`src/rtl/vector_memory_stage.sv`:
```
// rtl/vector_memory_stage.sv - MEM stage that splits vector loads/stores into narrow RAM beats
// and emits one registered writeback bundle per retired op.
module vector_memory_stage #(
  parameter int ADDR_W   = 12,
  parameter int SCALAR_W = 8,
  parameter int VEC_W    = 128,
  parameter int BEAT_W   = 32,
  parameter int RD_W     = 5
) (
  input  logic                clk,
  input  logic                reset,
  input  logic                flush,
  input  logic                ex_valid,
  output logic                ex_ready,
  input  logic [2:0]          ex_op,
  input  logic [ADDR_W-1:0]   ex_addr,
  input  logic [SCALAR_W-1:0] ex_sdata,
  input  logic [VEC_W-1:0]    ex_vdata,
  input  logic [RD_W-1:0]     ex_rd,
  input  logic                ex_wre,
  output logic [ADDR_W-1:0]   mem_addr,
  output logic [BEAT_W-1:0]   mem_wdata,
  output logic                mem_we,
  input  logic [BEAT_W-1:0]   mem_rdata,
  output logic                wb_valid,
  output logic [RD_W-1:0]     wb_rd,
  output logic                wb_wre,
  output logic                wb_vwre,
  output logic [SCALAR_W-1:0] wb_sdata,
  output logic [VEC_W-1:0]    wb_vdata
);
  localparam int BEATS = VEC_W / BEAT_W;
  localparam int CNT_W = (BEATS > 1) ? $clog2(BEATS) : 1;
  localparam logic [2:0] OP_ALU_S = 3'd0;
  localparam logic [2:0] OP_ALU_V = 3'd1;
  localparam logic [2:0] OP_LD_S  = 3'd2;
  localparam logic [2:0] OP_ST_S  = 3'd3;
  localparam logic [2:0] OP_LD_V  = 3'd4;
  localparam logic [2:0] OP_ST_V  = 3'd5;

  typedef enum logic [2:0] {S_IDLE, S_SLD, S_VLD, S_VST, S_VDRAIN} state_t;

  state_t              state_q, state_d;
  logic [ADDR_W-1:0]   addr_q, addr_d;
  logic [VEC_W-1:0]    vdata_q, vdata_d;
  logic [RD_W-1:0]     rd_q, rd_d;
  logic                wre_q, wre_d;
  logic [2:0]          op_q, op_d;
  logic [CNT_W-1:0]    beat_q, beat_d;
  logic [VEC_W-1:0]    buf_q, buf_d;
  logic                wb_valid_q, wb_valid_d;
  logic [RD_W-1:0]     wb_rd_q, wb_rd_d;
  logic                wb_wre_q, wb_wre_d;
  logic                wb_vwre_q, wb_vwre_d;
  logic [SCALAR_W-1:0] wb_sdata_q, wb_sdata_d;
  logic [VEC_W-1:0]    wb_vdata_q, wb_vdata_d;
  logic                xfer;
  logic [CNT_W-1:0]    last_beat;

  assign last_beat = CNT_W'(BEATS - 1);

  always_comb begin
    state_d    = state_q;
    addr_d     = addr_q;
    vdata_d    = vdata_q;
    rd_d       = rd_q;
    wre_d      = wre_q;
    op_d       = op_q;
    beat_d     = beat_q;
    buf_d      = buf_q;
    wb_valid_d = 1'b0;
    wb_wre_d   = 1'b0;
    wb_vwre_d  = 1'b0;
    wb_rd_d    = wb_rd_q;
    wb_sdata_d = wb_sdata_q;
    wb_vdata_d = wb_vdata_q;
    mem_addr   = '0;
    mem_wdata  = '0;
    mem_we     = 1'b0;
    ex_ready   = (state_q == S_IDLE) && !flush;
    xfer       = ex_ready && ex_valid;

    case (state_q)
      S_IDLE: begin
        if (xfer) begin
          addr_d  = ex_addr;
          vdata_d = ex_vdata;
          rd_d    = ex_rd;
          wre_d   = ex_wre;
          op_d    = ex_op;
          beat_d  = CNT_W'(1);
          case (ex_op)
            OP_ALU_S: begin
              wb_valid_d = 1'b1;
              wb_rd_d    = ex_rd;
              wb_sdata_d = ex_sdata;
              wb_wre_d   = ex_wre;
            end
            OP_ALU_V: begin
              wb_valid_d = 1'b1;
              wb_rd_d    = ex_rd;
              wb_vdata_d = ex_vdata;
              wb_vwre_d  = ex_wre;
            end
            OP_LD_S: begin
              mem_addr = ex_addr;
              state_d  = S_SLD;
            end
            OP_ST_S: begin
              mem_addr   = ex_addr;
              mem_we     = 1'b1;
              mem_wdata  = BEAT_W'(ex_sdata);
              wb_valid_d = 1'b1;
              wb_rd_d    = ex_rd;
            end
            OP_LD_V: begin
              mem_addr = ex_addr;
              state_d  = (BEATS == 1) ? S_SLD : S_VLD;
            end
            OP_ST_V: begin
              mem_addr  = ex_addr;
              mem_we    = 1'b1;
              mem_wdata = ex_vdata[BEAT_W-1:0];
              if (BEATS == 1) begin
                wb_valid_d = 1'b1;
                wb_rd_d    = ex_rd;
              end else begin
                state_d = S_VST;
              end
            end
            default: ;
          endcase
        end
      end
      S_SLD: begin
        // Single-beat vector loads share this state and write the vector file instead.
        wb_valid_d = 1'b1;
        wb_rd_d    = rd_q;
        if (op_q == OP_LD_V) begin
          wb_vdata_d = VEC_W'(mem_rdata);
          wb_vwre_d  = wre_q;
        end else begin
          wb_sdata_d = mem_rdata[SCALAR_W-1:0];
          wb_wre_d   = wre_q;
        end
        state_d = S_IDLE;
      end
      S_VLD: begin
        mem_addr = addr_q + ADDR_W'(beat_q);
        buf_d[int'(beat_q - 1'b1)*BEAT_W +: BEAT_W] = mem_rdata;
        if (beat_q == last_beat) state_d = S_VDRAIN;
        else                     beat_d  = beat_q + 1'b1;
      end
      S_VDRAIN: begin
        buf_d[(BEATS-1)*BEAT_W +: BEAT_W] = mem_rdata;
        wb_vdata_d = buf_d;
        wb_vwre_d  = wre_q;
        wb_valid_d = 1'b1;
        wb_rd_d    = rd_q;
        state_d    = S_IDLE;
      end
      S_VST: begin
        mem_addr  = addr_q + ADDR_W'(beat_q);
        mem_we    = 1'b1;
        mem_wdata = vdata_q[int'(beat_q)*BEAT_W +: BEAT_W];
        if (beat_q == last_beat) begin
          wb_valid_d = 1'b1;
          wb_rd_d    = rd_q;
          state_d    = S_IDLE;
        end else begin
          beat_d = beat_q + 1'b1;
        end
      end
      default: state_d = S_IDLE;
    endcase

    // A squashed op never retires and never writes; beats already written stay written.
    if (flush || reset) begin
      state_d    = S_IDLE;
      mem_we     = 1'b0;
      wb_valid_d = 1'b0;
      wb_wre_d   = 1'b0;
      wb_vwre_d  = 1'b0;
      wb_rd_d    = wb_rd_q;
      wb_sdata_d = wb_sdata_q;
      wb_vdata_d = wb_vdata_q;
    end
  end

  always_ff @(posedge clk) begin
    if (reset) begin
      state_q    <= S_IDLE;
      addr_q     <= '0;
      vdata_q    <= '0;
      rd_q       <= '0;
      wre_q      <= 1'b0;
      op_q       <= '0;
      beat_q     <= '0;
      buf_q      <= '0;
      wb_valid_q <= 1'b0;
      wb_rd_q    <= '0;
      wb_wre_q   <= 1'b0;
      wb_vwre_q  <= 1'b0;
      wb_sdata_q <= '0;
      wb_vdata_q <= '0;
    end else begin
      state_q    <= state_d;
      addr_q     <= addr_d;
      vdata_q    <= vdata_d;
      rd_q       <= rd_d;
      wre_q      <= wre_d;
      op_q       <= op_d;
      beat_q     <= beat_d;
      buf_q      <= buf_d;
      wb_valid_q <= wb_valid_d;
      wb_rd_q    <= wb_rd_d;
      wb_wre_q   <= wb_wre_d;
      wb_vwre_q  <= wb_vwre_d;
      wb_sdata_q <= wb_sdata_d;
      wb_vdata_q <= wb_vdata_d;
    end
  end

  assign wb_valid = wb_valid_q;
  assign wb_rd    = wb_rd_q;
  assign wb_wre   = wb_wre_q;
  assign wb_vwre  = wb_vwre_q;
  assign wb_sdata = wb_sdata_q;
  assign wb_vdata = wb_vdata_q;

endmodule

```
`config.mk`:
```
export PLATFORM = sky130hd
export DESIGN_NAME = vector_memory_stage
export DESIGN_NICKNAME = d
export VERILOG_FILES = /design/src/rtl/vector_memory_stage.sv
export SDC_FILE = /design/constraint.sdc
export NUM_CORES = 1
export LEC_CHECK = 0
export CAP_MARGIN = 15
export CORE_UTILIZATION = 27
export DETAILED_ROUTE_END_ITERATION = 12
export GPL_TIMING_DRIVEN = 0
export SYNTH_ARGS = -nofsm -noshare
export SYNTH_HDL_FRONTEND = slang
export SYNTH_SLANG_ARGS = --single-unit
```
`constraint.sdc`:
```
create_clock -name clk -period 3.95 [get_ports clk]
set_input_delay 0.79 -clock clk [delete_from_list [all_inputs] [get_ports clk]]
set_output_delay 0.79 -clock clk [all_outputs]
set_load 0.01 [all_outputs]
```
==> results of run 1 <==
kinds of logic after synthesis:
family | Yosys count
xor gates and xnor gates | 11
buffers and inverters | 234
adders and majority gates | 9
and+or+nand+nor | 623
muxes | 178
DFF | 394
AOI/OAI and AO/OA | 581
per-stage QoR:
step | setup WS, ps | cells | area, µm² | setup TNS (ps)
after floorplan | 841.2 | 2030 | 18220 | 0
after global placement | -798.0 | 3274 | 23110 | -41650
after detailed placement | -743.7 | 3276 | 23130 | -43330
after CTS | -7.485 | 3370 | 24970 | -12.56
after global routing | -6.323 | 3375 | 25080 | -6.323
final | 29.93 | 3378 | 25090 | 0
timing repair:
action	4_1_cts	5_1_grt
hold endpoints to repair	0	0
pin swaps	5	2
endpoints found under the setup margin	133	39
buffers inserted	11	0
resized for setup	45	32
final timing paths:
| path | startpoint | slack, ps | cells past startpoint | end |
|---|---|---|---|---|
| worst max-delay path | beat_q[1] | 30 | 5 | mem_wdata[18] |
| worst min-delay path | vdata_q[41] | 450 | 2 | vdata_q[41] |
| worst max register to register | beat_q[1] | 590 | 10 | buf_q[15] |
| worst min register to register | vdata_q[41] | 450 | 2 | vdata_q[41] |
critical path, cell delays in order (launching register included):
cell	delay, ps
dfxtp_4	400
clkbuf_16	190
clkbuf_1	770
mux4_2	420
a22o_1	230
clkdlybuf4s50_1	530
final cells by class:
class                      count  area share [%]
multi-input combinational   1402           36.95
clock inverter                16           1.047
timing repair buffer         394           15.84
inverter                      42          0.6484
sequential                   394           31.46
antenna                        7         0.06983
buffer                       191           4.230
clock buffer                  68           5.442
tap                          864           4.309
cell usage in the layout (no fill, tap or decap), drive strengths merged, types with 5 or more instances in the layout:
cell type,n
nor2,112
or3,9
xnor2,8
clkinv,9
nand4,6
clkdlybuf4s50,360
mux2i,146
inv,41
nand2b,137
ha,8
a22o,34
bufinv,7
dfxtp,394
dlymetal6s2s,17
a22oi,104
o221ai,32
a21oi,287
nor3,5
mux4,32
o21ai,14
a32o,95
buf,68
clkbuf,205
nor2b,5
diode,7
nand2,326
nor4,6
layer usage:
metal / GRT usage (%) / share of wire, % / up-vias
met4: 10.11 / 3.7 / 4
li1: - / - / 8141
met2: 40.57 / 47 / 849
met1: 31.84 / 42 / 8935
met3: 4.601 / 8.0 / 155
met5: 0 / 0.030 / -
registers in the layout, summed over array words and instances (netlist names), 2 cells and up:
register / count
state_q: 3
rd_q: 5
vdata_q: 128
wb_sdata: 8
beat_q: 2
wb_rd: 5
op_q: 3
addr_q: 12
wb_vdata: 128
buf_q: 96
power breakdown:
group	switching, W	leakage [nW]	internal, W
Combinational	0.000573	5.87	0.000448
Sequential	0.0000539	3.19	0.00406
Clock	0.00184	0.805	0.00284
==> results.txt, run 1 <==
Summed over all instances, the cell type with the most area after synthesis is dfxtp_1. The number of max-cap violations is 0. Summed over all layers, the global routing overflow is 0. The first global-routing pass estimated 122,400 µm of wire. The min-delay analysis places its worst path in the category reg -> reg. Of the total synthesized cell area, the portion taken by XOR and XNOR cells is less than 1%. The share of synthesized flip-flops with an asynchronous set or reset came out at 0%. The maximum VDD drop is approximately 320 µV. The wire length per cell after detailed routing came out at 25.88 µm. For this design, the sink count on the clock tree is between 300 and 400.

The maximum number of pins on one net before global-route repair is 20. The number of buffers on the longest clock path came out at 3. The minimum period implied by the final worst setup slack came out at between 3000 and 4000 ps.

The final count of pins violating max slew came to 0. The critical path is of the reg -> out type. At the worst endpoint, the arrival time is 3130 ps. The total standard cell area after synthesis came out at 0.01822 mm².

The number of buffers added by the clock tree synthesis step is 46. The detailed placer's ending HPWL is 67,230 µm. For this block, the initial DRC count from the detailed router was 1,765.

In the synthesized netlist, mux cells make up between 10% and 20% of the area. The dominant register cell in the synthesized netlist is dfxtp_1. The worst clock skew on the final layout came out at around 15 ps. The kind of end point of the critical path is an output pin. Setup violations remaining at the end of the flow were counted as 0. The final layout net count came out at 2,673. The floorplan row count is 94. The synthesized net count is 2,232. dfxtp_1 is the most common cell in the netlist.

Summed over all layers, the routed wires come to just under 90,000 µm. In this run the number of H-tree levels came out at 2. The compound-gate portion of the synthesized area came out at a little over a fifth. The worst-margin pin slew came out at 1236 ps. The floorplan core area came out at 0.06622 mm². The count of hold-fix buffers inserted at cts came out at 0. The count of input and output buffers came out at between 300 and 400. The fmax is 255.1 MHz.

Pin placement for this block handled about 380 I/O pins. The area used by multi-input combinational logic came out at 0.009270 mm². Global routing used about 25% of the available tracks across all layers. The share of the clock period used by the worst path is 99.24%. Synthesis produced 2,030 cells.

Yosys printed 0 warnings. Summing all flip-flop and latch instances after layout gives approximately 0.008 mm². The full die area is 0.06853 mm². Dividing total power by cell area gives a power density of ~390 mW/mm².

Ranked by instance count, the synthesized netlist is headed by dfxtp_1 (394), nand2_1 (326), a21oi_1 (287). In this run, synthesis inferred 0 flip-flops with an integrated enable. The initial utilization of the core area, before any placement, comes to 27.52%. The die is ~260 µm wide. Of the cells placed in the final design, the portion with a size suffix greater than 1 is 7.778%. The detailed-route via count is 18,080. The basic-gate share of the synthesized area counting and, or, nand and nor cells came out at 15.70%. The number of library cell types mapped by synthesis is slightly below 60.

The initial antenna violation count is 8. The CTS tree is yes. The number of detailed-route iterations in the first pass came out at 5. The maximum fanout encountered on the critical timing path is 10.

The data required time at the worst endpoint came out at about 3200 ps. The later-pin clock latency in the skew report came out at 600 ps. The main combinational cell family by area after synthesis is compound AO/OA/AOI/OAI gates.

The die span in y is 261.8 µm. Counting the fill cells in the layout gives 6,666. The cell sitting at the root of the clock tree is a clkbuf_16. The congestion estimate from routability-driven global placement came to 0.9162. The number of global-route vias before repair came out at 17,690.

The clock-pin transition on the worst setup and hold timing paths came out at around 60 ps. The leakage power summed over all cells came out at between 9 and 10 nW. The utilization after layout is 37.88%. Using the TritonRoute via totals, the vias-per-cell ratio works out to 5.353.

The post-synthesis sequential element count is 394. The final routed DRC violation total came out at 0. Hold is met by 453.0 ps. The mean post-synth cell area came out at 8.976 µm².

Of the synthesized area, sequential elements account for a little over two fifths. The overall power consumption came out at 0.009821 W. The launching element type of the critical path is a register.

The post-synthesis adder-cell area fraction is 0.6592%. The number of failing hold endpoints at the final stage came out at 0. By area the synthesized netlist is led by dfxtp_1 (43%), mux2i_1 (8.0%), a21oi_1 (7.9%). After synthesis, the largest area contributor takes up 43.29% of total cell area. The remaining max-slew budget at the tightest pin came out at 17.63%. The area added between synthesis and finish is 37.67%. The run finished with clean final reports. The number of nets with antenna violations after routing came out at 0.
Power figures use the tool's default switching activity.
==> inputs of run 2 (changes only) <==
Settings changed: CTS_CLUSTER_SIZE set to 24.
==> results of run 2 <==
Final layout, timing and power as in run 1 (identical DEF).
